File: config.mk
export PLATFORM = sky130hd
export DESIGN_NAME = ctrl_sequencer
export DESIGN_NICKNAME = d
export VERILOG_FILES = /design/src/rtl/cpu16_ctrl_pkg.sv /design/src/rtl/opcode_classify.sv /design/src/rtl/ctrl_sequencer.sv
export SDC_FILE = /design/constraint.sdc
export NUM_CORES = 1
export LEC_CHECK = 0
export ABC_AREA = 0
export CORE_MARGIN = 2
export CORE_UTILIZATION = 45
export DETAILED_ROUTE_END_ITERATION = 7
export GPL_TIMING_DRIVEN = 0
export PLACE_DENSITY = 0.86
export SYNTH_ARGS = -nofsm -noshare
export SYNTH_HDL_FRONTEND = slang
export SYNTH_SLANG_ARGS = --single-unit
File: constraint.sdc
create_clock -name i_clk -period 1.9 [get_ports i_clk]
set_clock_uncertainty 0.2 [all_clocks]
set_input_delay 0.57 -clock i_clk [delete_from_list [all_inputs] [get_ports i_clk]]
set_output_delay 0.57 -clock i_clk [all_outputs]
set_load 0.02 [all_outputs]
File: src/rtl/cpu16_ctrl_pkg.sv
// Shared encodings for the 16-bit CPU control sequencer: opcode classes, FSM states,
// fault codes and the control-field bundle carried from decode to execute.
package cpu16_ctrl_pkg;

  localparam logic [3:0] OP_IMM  = 4'b0000;
  localparam logic [3:0] OP_BR   = 4'b0001;
  localparam logic [3:0] OP_LD   = 4'b0010;
  localparam logic [3:0] OP_ST   = 4'b0011;
  localparam logic [3:0] OP_PUSH = 4'b0100;
  localparam logic [3:0] OP_POP  = 4'b0101;
  localparam logic [3:0] OP_SHL  = 4'b0110;
  localparam logic [3:0] OP_SHR  = 4'b0111;
  // Any opcode with bit 3 set is an ALU op; bit 2 picks the ALU function.
  localparam logic       OP_ALU  = 1'b1;

  localparam logic [1:0] ST_IDLE     = 2'd0;
  localparam logic [1:0] ST_MEM_WAIT = 2'd1;
  localparam logic [1:0] ST_ISSUE    = 2'd2;
  localparam logic [1:0] ST_FAULT    = 2'd3;

  localparam logic [2:0] FAULT_NONE      = 3'd0;
  localparam logic [2:0] FAULT_ILLEGAL   = 3'd1;
  localparam logic [2:0] FAULT_OVERFLOW  = 3'd2;
  localparam logic [2:0] FAULT_UNDERFLOW = 3'd3;
  localparam logic [2:0] FAULT_TIMEOUT   = 3'd4;

  localparam logic [1:0] FIELD_NONE = 2'b00;
  localparam logic [1:0] FIELD_LO   = 2'b01;
  localparam logic [1:0] FIELD_HI   = 2'b11;

  typedef struct packed {
    logic       imm_s;
    logic       branch;
    logic [1:0] alu_s;
    logic [1:0] mem_s;
    logic [1:0] stack_s;
    logic [1:0] shift_s;
  } ctrl_fields_t;

endpackage

File: src/rtl/opcode_classify.sv
// Combinational opcode decoder: maps an opcode onto control fields and flags illegal,
// memory and stack operations. Opcodes wider than 4 bits must have zero upper bits.
module opcode_classify
  import cpu16_ctrl_pkg::*;
#(
  parameter int unsigned OPW = 4
) (
  input  logic [OPW-1:0] i_opcode,
  output ctrl_fields_t   o_fields,
  output logic           o_illegal,
  output logic           o_is_mem,
  output logic           o_is_stack
);

  logic [3:0] w_op;
  logic       w_hi_set;

  assign w_op = i_opcode[3:0];

  generate
    if (OPW > 4) begin : g_wide
      assign w_hi_set = |i_opcode[OPW-1:4];
    end else begin : g_narrow
      assign w_hi_set = 1'b0;
    end
  endgenerate

  always_comb begin
    o_fields   = '0;
    o_is_mem   = 1'b0;
    o_is_stack = 1'b0;
    if (w_op[3] == OP_ALU) begin
      o_fields.alu_s = {w_op[2], 1'b1};
    end else begin
      case (w_op)
        OP_IMM:  o_fields.imm_s  = 1'b1;
        OP_BR:   o_fields.branch = 1'b1;
        OP_LD:   begin o_fields.mem_s   = FIELD_LO; o_is_mem   = 1'b1; end
        OP_ST:   begin o_fields.mem_s   = FIELD_HI; o_is_mem   = 1'b1; end
        OP_PUSH: begin o_fields.stack_s = FIELD_LO; o_is_stack = 1'b1; end
        OP_POP:  begin o_fields.stack_s = FIELD_HI; o_is_stack = 1'b1; end
        OP_SHL:  o_fields.shift_s = FIELD_LO;
        OP_SHR:  o_fields.shift_s = FIELD_HI;
        default: o_fields = '0;
      endcase
    end
    // Illegal opcodes carry no control meaning at all.
    if (w_hi_set) begin
      o_fields   = '0;
      o_is_mem   = 1'b0;
      o_is_stack = 1'b0;
    end
  end

  assign o_illegal = w_hi_set;

endmodule

File: src/rtl/ctrl_sequencer.sv
// Registered control sequencer: accepts one opcode at a time, waits for memory/stack acks,
// presents the control word to execute, tracks stack depth and holds sticky faults.
module ctrl_sequencer
  import cpu16_ctrl_pkg::*;
#(
  parameter int unsigned OPW         = 4,
  parameter int unsigned STACK_DEPTH = 16,
  parameter int unsigned TIMEOUT     = 64,
  localparam int unsigned DW         = $clog2(STACK_DEPTH + 1)
) (
  input  logic           i_clk,
  input  logic           i_rst,
  input  logic           i_instr_valid,
  output logic           o_instr_ready,
  input  logic [OPW-1:0] i_opcode,
  output logic           o_ctrl_valid,
  input  logic           i_ctrl_ready,
  output logic           o_imm_s,
  output logic           o_branch,
  output logic [1:0]     o_alu_s,
  output logic [1:0]     o_mem_s,
  output logic [1:0]     o_stack_s,
  output logic [1:0]     o_shift_s,
  output logic           o_mem_req,
  input  logic           i_mem_ack,
  output logic [DW-1:0]  o_stack_depth,
  output logic           o_fault,
  output logic [2:0]     o_fault_code,
  input  logic           i_fault_clr
);

  localparam int unsigned CW = (TIMEOUT > 0) ? $clog2(TIMEOUT + 1) : 1;

  logic [1:0]    r_state,      w_state_nxt;
  ctrl_fields_t  r_fields,     w_fields_nxt;
  logic [DW-1:0] r_depth,      w_depth_nxt;
  logic [2:0]    r_fault_code, w_code_nxt;
  logic [CW-1:0] r_cnt,        w_cnt_nxt;

  ctrl_fields_t  w_dec;
  logic          w_illegal;
  logic          w_is_mem;
  logic          w_is_stack;

  opcode_classify #(
    .OPW (OPW)
  ) u_classify (
    .i_opcode   (i_opcode),
    .o_fields   (w_dec),
    .o_illegal  (w_illegal),
    .o_is_mem   (w_is_mem),
    .o_is_stack (w_is_stack)
  );

  always_comb begin
    w_state_nxt  = r_state;
    w_fields_nxt = r_fields;
    w_depth_nxt  = r_depth;
    w_code_nxt   = r_fault_code;
    w_cnt_nxt    = r_cnt;
    case (r_state)
      ST_IDLE: begin
        w_cnt_nxt = '0;
        if (i_instr_valid) begin
          w_fields_nxt = w_dec;
          if (w_illegal) begin
            w_state_nxt = ST_FAULT;
            w_code_nxt  = FAULT_ILLEGAL;
          end else if (w_dec.stack_s == FIELD_LO && r_depth == DW'(STACK_DEPTH)) begin
            w_state_nxt = ST_FAULT;
            w_code_nxt  = FAULT_OVERFLOW;
          end else if (w_dec.stack_s == FIELD_HI && r_depth == '0) begin
            w_state_nxt = ST_FAULT;
            w_code_nxt  = FAULT_UNDERFLOW;
          end else if (w_is_mem || w_is_stack) begin
            w_state_nxt = ST_MEM_WAIT;
          end else begin
            w_state_nxt = ST_ISSUE;
          end
        end
      end
      ST_MEM_WAIT: begin
        w_cnt_nxt = r_cnt + CW'(1);
        // An ack in the final counted cycle still beats the timeout.
        if (i_mem_ack) begin
          w_state_nxt = ST_ISSUE;
        end else if (TIMEOUT > 0 && (32'(r_cnt) + 32'd1) == TIMEOUT) begin
          w_state_nxt = ST_FAULT;
          w_code_nxt  = FAULT_TIMEOUT;
        end
      end
      ST_ISSUE: begin
        if (i_ctrl_ready) begin
          w_state_nxt = ST_IDLE;
          if (r_fields.stack_s == FIELD_LO) begin
            w_depth_nxt = r_depth + DW'(1);
          end else if (r_fields.stack_s == FIELD_HI) begin
            w_depth_nxt = r_depth - DW'(1);
          end
        end
      end
      ST_FAULT: begin
        if (i_fault_clr) begin
          w_state_nxt  = ST_IDLE;
          w_code_nxt   = FAULT_NONE;
          w_fields_nxt = '0;
        end
      end
      default: w_state_nxt = ST_IDLE;
    endcase
  end

  always_ff @(posedge i_clk) begin
    if (i_rst) begin
      r_state      <= ST_IDLE;
      r_fields     <= '0;
      r_depth      <= '0;
      r_fault_code <= FAULT_NONE;
      r_cnt        <= '0;
    end else begin
      r_state      <= w_state_nxt;
      r_fields     <= w_fields_nxt;
      r_depth      <= w_depth_nxt;
      r_fault_code <= w_code_nxt;
      r_cnt        <= w_cnt_nxt;
    end
  end

  assign o_instr_ready = (r_state == ST_IDLE);
  assign o_ctrl_valid  = (r_state == ST_ISSUE);
  assign o_mem_req     = (r_state == ST_MEM_WAIT);
  assign o_fault       = (r_state == ST_FAULT);
  assign o_fault_code  = r_fault_code;
  assign o_stack_depth = r_depth;
  assign o_imm_s       = r_fields.imm_s;
  assign o_branch      = r_fields.branch;
  assign o_alu_s       = r_fields.alu_s;
  assign o_mem_s       = r_fields.mem_s;
  assign o_stack_s     = r_fields.stack_s;
  assign o_shift_s     = r_fields.shift_s;

endmodule

==> metrics list <==
- The first global-routing pass estimated 6.62 mm of wire.
- Average cell area after synthesis: 8.64 um^2
- Once routing completed, OpenROAD measured the worst setup slack at -0.218 ns.
- The die covers 3740 um^2.
* Share of the synthesized netlist area taken by xor and xnor gates: 2.98%
- CP Max Fanout: 4
- TritonCTS clock tree: done
- Critical path capture point type: register
- Simple-gate portion of the synthesized area: 27.8%
- After Yosys synthesis, full adders, half adders and majority gates account for 4.77% of the synthesized area.
* Mean number of vias per cell: 5.96
- After detailed routing, the average wire length per cell comes to 16.8 um.
- Dividing the final minimum period by the clock period gives 111%.
- Area occupied by registers: 552 um^2
- Distinct cell type count of the synthesized netlist: 46
- RePlAce Congestion: 0.882
- Final hold viol count: 0
* Maximum achievable frequency: 472 MHz
- Clock transition at path regs: 0.16 ns
- Syn. warnings: 0
- Ranked by total cell area, the synthesized netlist is headed by sky130_fd_sc_hd__dfxtp_1 (37%), sky130_fd_sc_hd__nor2_1 (6.1%), sky130_fd_sc_hd__a22oi_1 (4.1%).
* Number of flops mapped to enable cells by yosys: 0
* H-Tree Depth: 1
* Final net count: 237
- Share of total power consumed by net switching: 30.6%
- Once detail routing completed, the nets flagged for antenna violations numbered 0.
* Antenna violations before repair: 0
- For this run, the share of the core covered by cells in the final layout is 67.5%.
- Critical path data arrival time: 2.17 ns
- Area leader, netlist: sky130_fd_sc_hd__dfxtp_1
- The detailed router finished its first iteration with 75 violations.
- In the routed design, unresolved DRC markers number 0.
* Maximum Capacitance Violations: 0
- Core Box Area: 3080 um^2
* Failing checks: negative setup slack
- Setup repair after global routing could not meet its margin everywhere.
* Vias in the first global route: 1468
- Hold Path Class: reg2reg
- Layout overhead on the synthesized area: 41.5%
* Leakage power total: 0.881 nW
- Mux cell area share after synthesis: 5.03%
- Sequential share of the synthesized area: 36.8%
- The detailed router placed 1579 vias in this run.
- Counting the fill cells in the layout gives 245.
- The multi-input combinational cells in the finished layout cover a total of 950 um^2.
* GRT Util Overall: 24.1%
- Initial Util: 47.7%
- Power density over the cells: 542 nW/um^2
* RR Startpoint: o_stack_s[1]
- Portion of total power attributed to sequential cells: 52.4%
* Setup slack on the worst flop-to-flop path: -0.22 ns
- Among all flip-flop cells after synthesis, the most frequent one is sky130_fd_sc_hd__dfxtp_1.
- Maximum count of clock buffers along a single path: 2
- The die is 61.1 um tall.
- For this run the aggregate overflow at the end of global routing stands at 0.
- Startpoint type of the worst setup path: register
* Largest family of logic cells by synthesized area: simple AND/OR/NAND/NOR gates
* Async set-or-reset flop fraction in the synthesized netlist: 0%
- Among all cell types in the netlist, the one instantiated most often is sky130_fd_sc_hd__dfxtp_1.
* Buffer type at the clock tree root: sky130_fd_sc_hd__clkbuf_4
- Die width: 61.1 um
- Hpwl dp: 2.50 mm
- Tightest hold margin: 0.277 ns
- In the final layout, the share of cells above drive strength 1 is 30.3%.
- The flow ran to the end, but the final reports show violations.
* Total power draw: 1.13 mW
* Logic depth of the worst register-to-register path: 6
- In this run the most critical hold path is launched from o_branch.
- Of the total power, the clock network draws 23.5%.
- The max-slew violation total from the final report was 0.
- In this run the cell area of the synthesized design comes to 1470 um^2.
- Routed wire length: 4.45 mm
- FF+latch count, synth: 27
- Port Buffers: 31
- Counting every sink on the clock net gives 27.
- By count the netlist is led by sky130_fd_sc_hd__dfxtp_1 (27), sky130_fd_sc_hd__nor2_1 (24), sky130_fd_sc_hd__a21oi_1 (11), sky130_fd_sc_hd__nand2_1 (11), sky130_fd_sc_hd__a22oi_1 (8).
* Place WS: -0.688 ns
- Final setup violation count: 4
- Worst hold endpoint: o_branch
- Fraction of synthesized cell area taken by the top area cell type: 36.8%
* Cts hold-fix bufs: 0
- Summed over all nets, the switching power comes to 0.345 mW.
- 0 antenna diodes ended up in the layout.
- The internal portion of the total power is 0.782 mW.
- Io pins: 32
- The worst hold path was traced through 2 stages.
- At the pin with the least slew margin, the transition time is 0.499 ns.
* Pin count of the biggest net entering global routing: 16
- In this run the critical register-to-register path is captured at o_stack_depth[4].
* First drt pass iteration count: 4
* Gate count of the mapped netlist: 170
- The floorplan has 20 rows.
- Type of the setup path with the least slack: reg2reg
- IR Drop Worst-Case VDD: 356 uV
- For the finished layout, the period the worst path requires is 2.12 ns.
* Post-synthesis compound-gate area fraction: 19.3%
* Relative slew slack: 66.7%
* Number of buffers created by CTS: 3
* Critical Path RT: 1.95 ns
- In this run, the combinational gates consume 24.1% of the power.
* Clock latency at the later pin of the worst-skew pair: 0.34 ns
- Synthesized Nets: 185
==> stage by stage <==
step | setup TNS (ns) | instance area, um^2 | instances
2_1_floorplan | -0.126 | 1490 | 170
6_report | -0.479 | 2080 | 265
3_5_place_dp | -14.15 | 1850 | 245
3_3_place_gp | -13.83 | 1850 | 245
5_1_grt | -0.680 | 2080 | 265
4_1_cts | -0.213 | 2060 | 263
==> placed cells by master, fill, tap and decap left out, drive strengths merged, types with 5 or more instances in the layout <==
cell type,instances
nor2,24
buf,25
clkdlybuf4s15,5
nand2,11
dfxtp,27
nand3,7
a22oi,8
o21ai,5
dlygate4sd2,14
a21oi,11
clkbuf,11
nor2b,6
==> cell type report <==
class | instances | share of cell area (%)
Clock buffer | 3 | 1.08
Timing Repair Buffer | 48 | 19.7
Buffer | 8 | 3.37
Clock inverter | 1 | 0.241
Sequential cell | 27 | 26.6
Inverter | 3 | 0.662
Multi-Input combinational cell | 131 | 45.7
Tap cell | 44 | 2.65
==> sequential cells by signal (all words and copies together), names as in the netlist <==
| register | cells |
|---|---|
| r_cnt | 7 |
| o_stack_depth | 5 |
| o_fault_code | 3 |
| o_alu_s | 2 |
| o_mem_s | 2 |
| o_shift_s | 2 |
| o_stack_s | 2 |
| r_state | 2 |
| o_branch | 1 |
| o_imm_s | 1 |
==> kinds of logic (layout without fill, tap and decap cells) <==
family / after synthesis / in the layout
flip-flops: 27 / 27
buffers and inverters: 12 / 63
AO/OA/AOI/OAI: 41 / 41
adder cells (fa/ha/maj): 5 / 5
multiplexers: 7 / 7
XOR/XNOR: 5 / 5
AND/OR/NAND/NOR: 73 / 73
==> what timing repair did <==
item | 4_1_cts | 5_1_grt
setup endpoints to repair | 45 | 15
pin swaps | 5 | 3
buffers inserted | 15 | 2
gates resized for setup | 78 | 17
==> worst max-delay path: stages (launching register included) <==
cell,delay (ns)
sky130_fd_sc_hd__dfxtp_2,0.35
sky130_fd_sc_hd__nand2b_4,0.16
sky130_fd_sc_hd__fa_2,0.35
sky130_fd_sc_hd__a21o_1,0.17
sky130_fd_sc_hd__a21oi_2,0.16
sky130_fd_sc_hd__mux2i_1,0.28
sky130_fd_sc_hd__mux2_2,0.36
==> power groups by stage <==
stage	clock network [mW]	logic, mW	registers [mW]
CTS	0.260	0.246	0.589
global placement	0	0.199	0.601
detailed placement	0	0.201	0.602
floorplan	0	0.108	0.611
global route	0.278	0.288	0.592
finish	0.264	0.272	0.591
==> how the worst max path moves through the flow <==
stage / start / endpoint / slack (ns) / cells after the start
after floorplan: o_stack_s[1] / o_stack_depth[4] / -0.13 / 6
after global placement: i_instr_valid / o_mem_s[0] / -0.65 / 6
after detailed placement: i_instr_valid / o_alu_s[1] / -0.69 / 6
after CTS: o_stack_s[1] / o_stack_depth[4] / -0.09 / 6
after global routing: o_stack_s[1] / o_stack_depth[4] / -0.26 / 6
final: o_stack_s[1] / o_stack_depth[4] / -0.22 / 6
==> routing by layer <==
metal,vias up,track usage (%),routed length (um)
li1,729,-,-
met1,770,31.5,1830
met2,64,39.7,2190
met3,16,2.94,281
met4,0,10.9,151
met5,-,0,0
No activity file was read; power rests on OpenSTA's default activity.
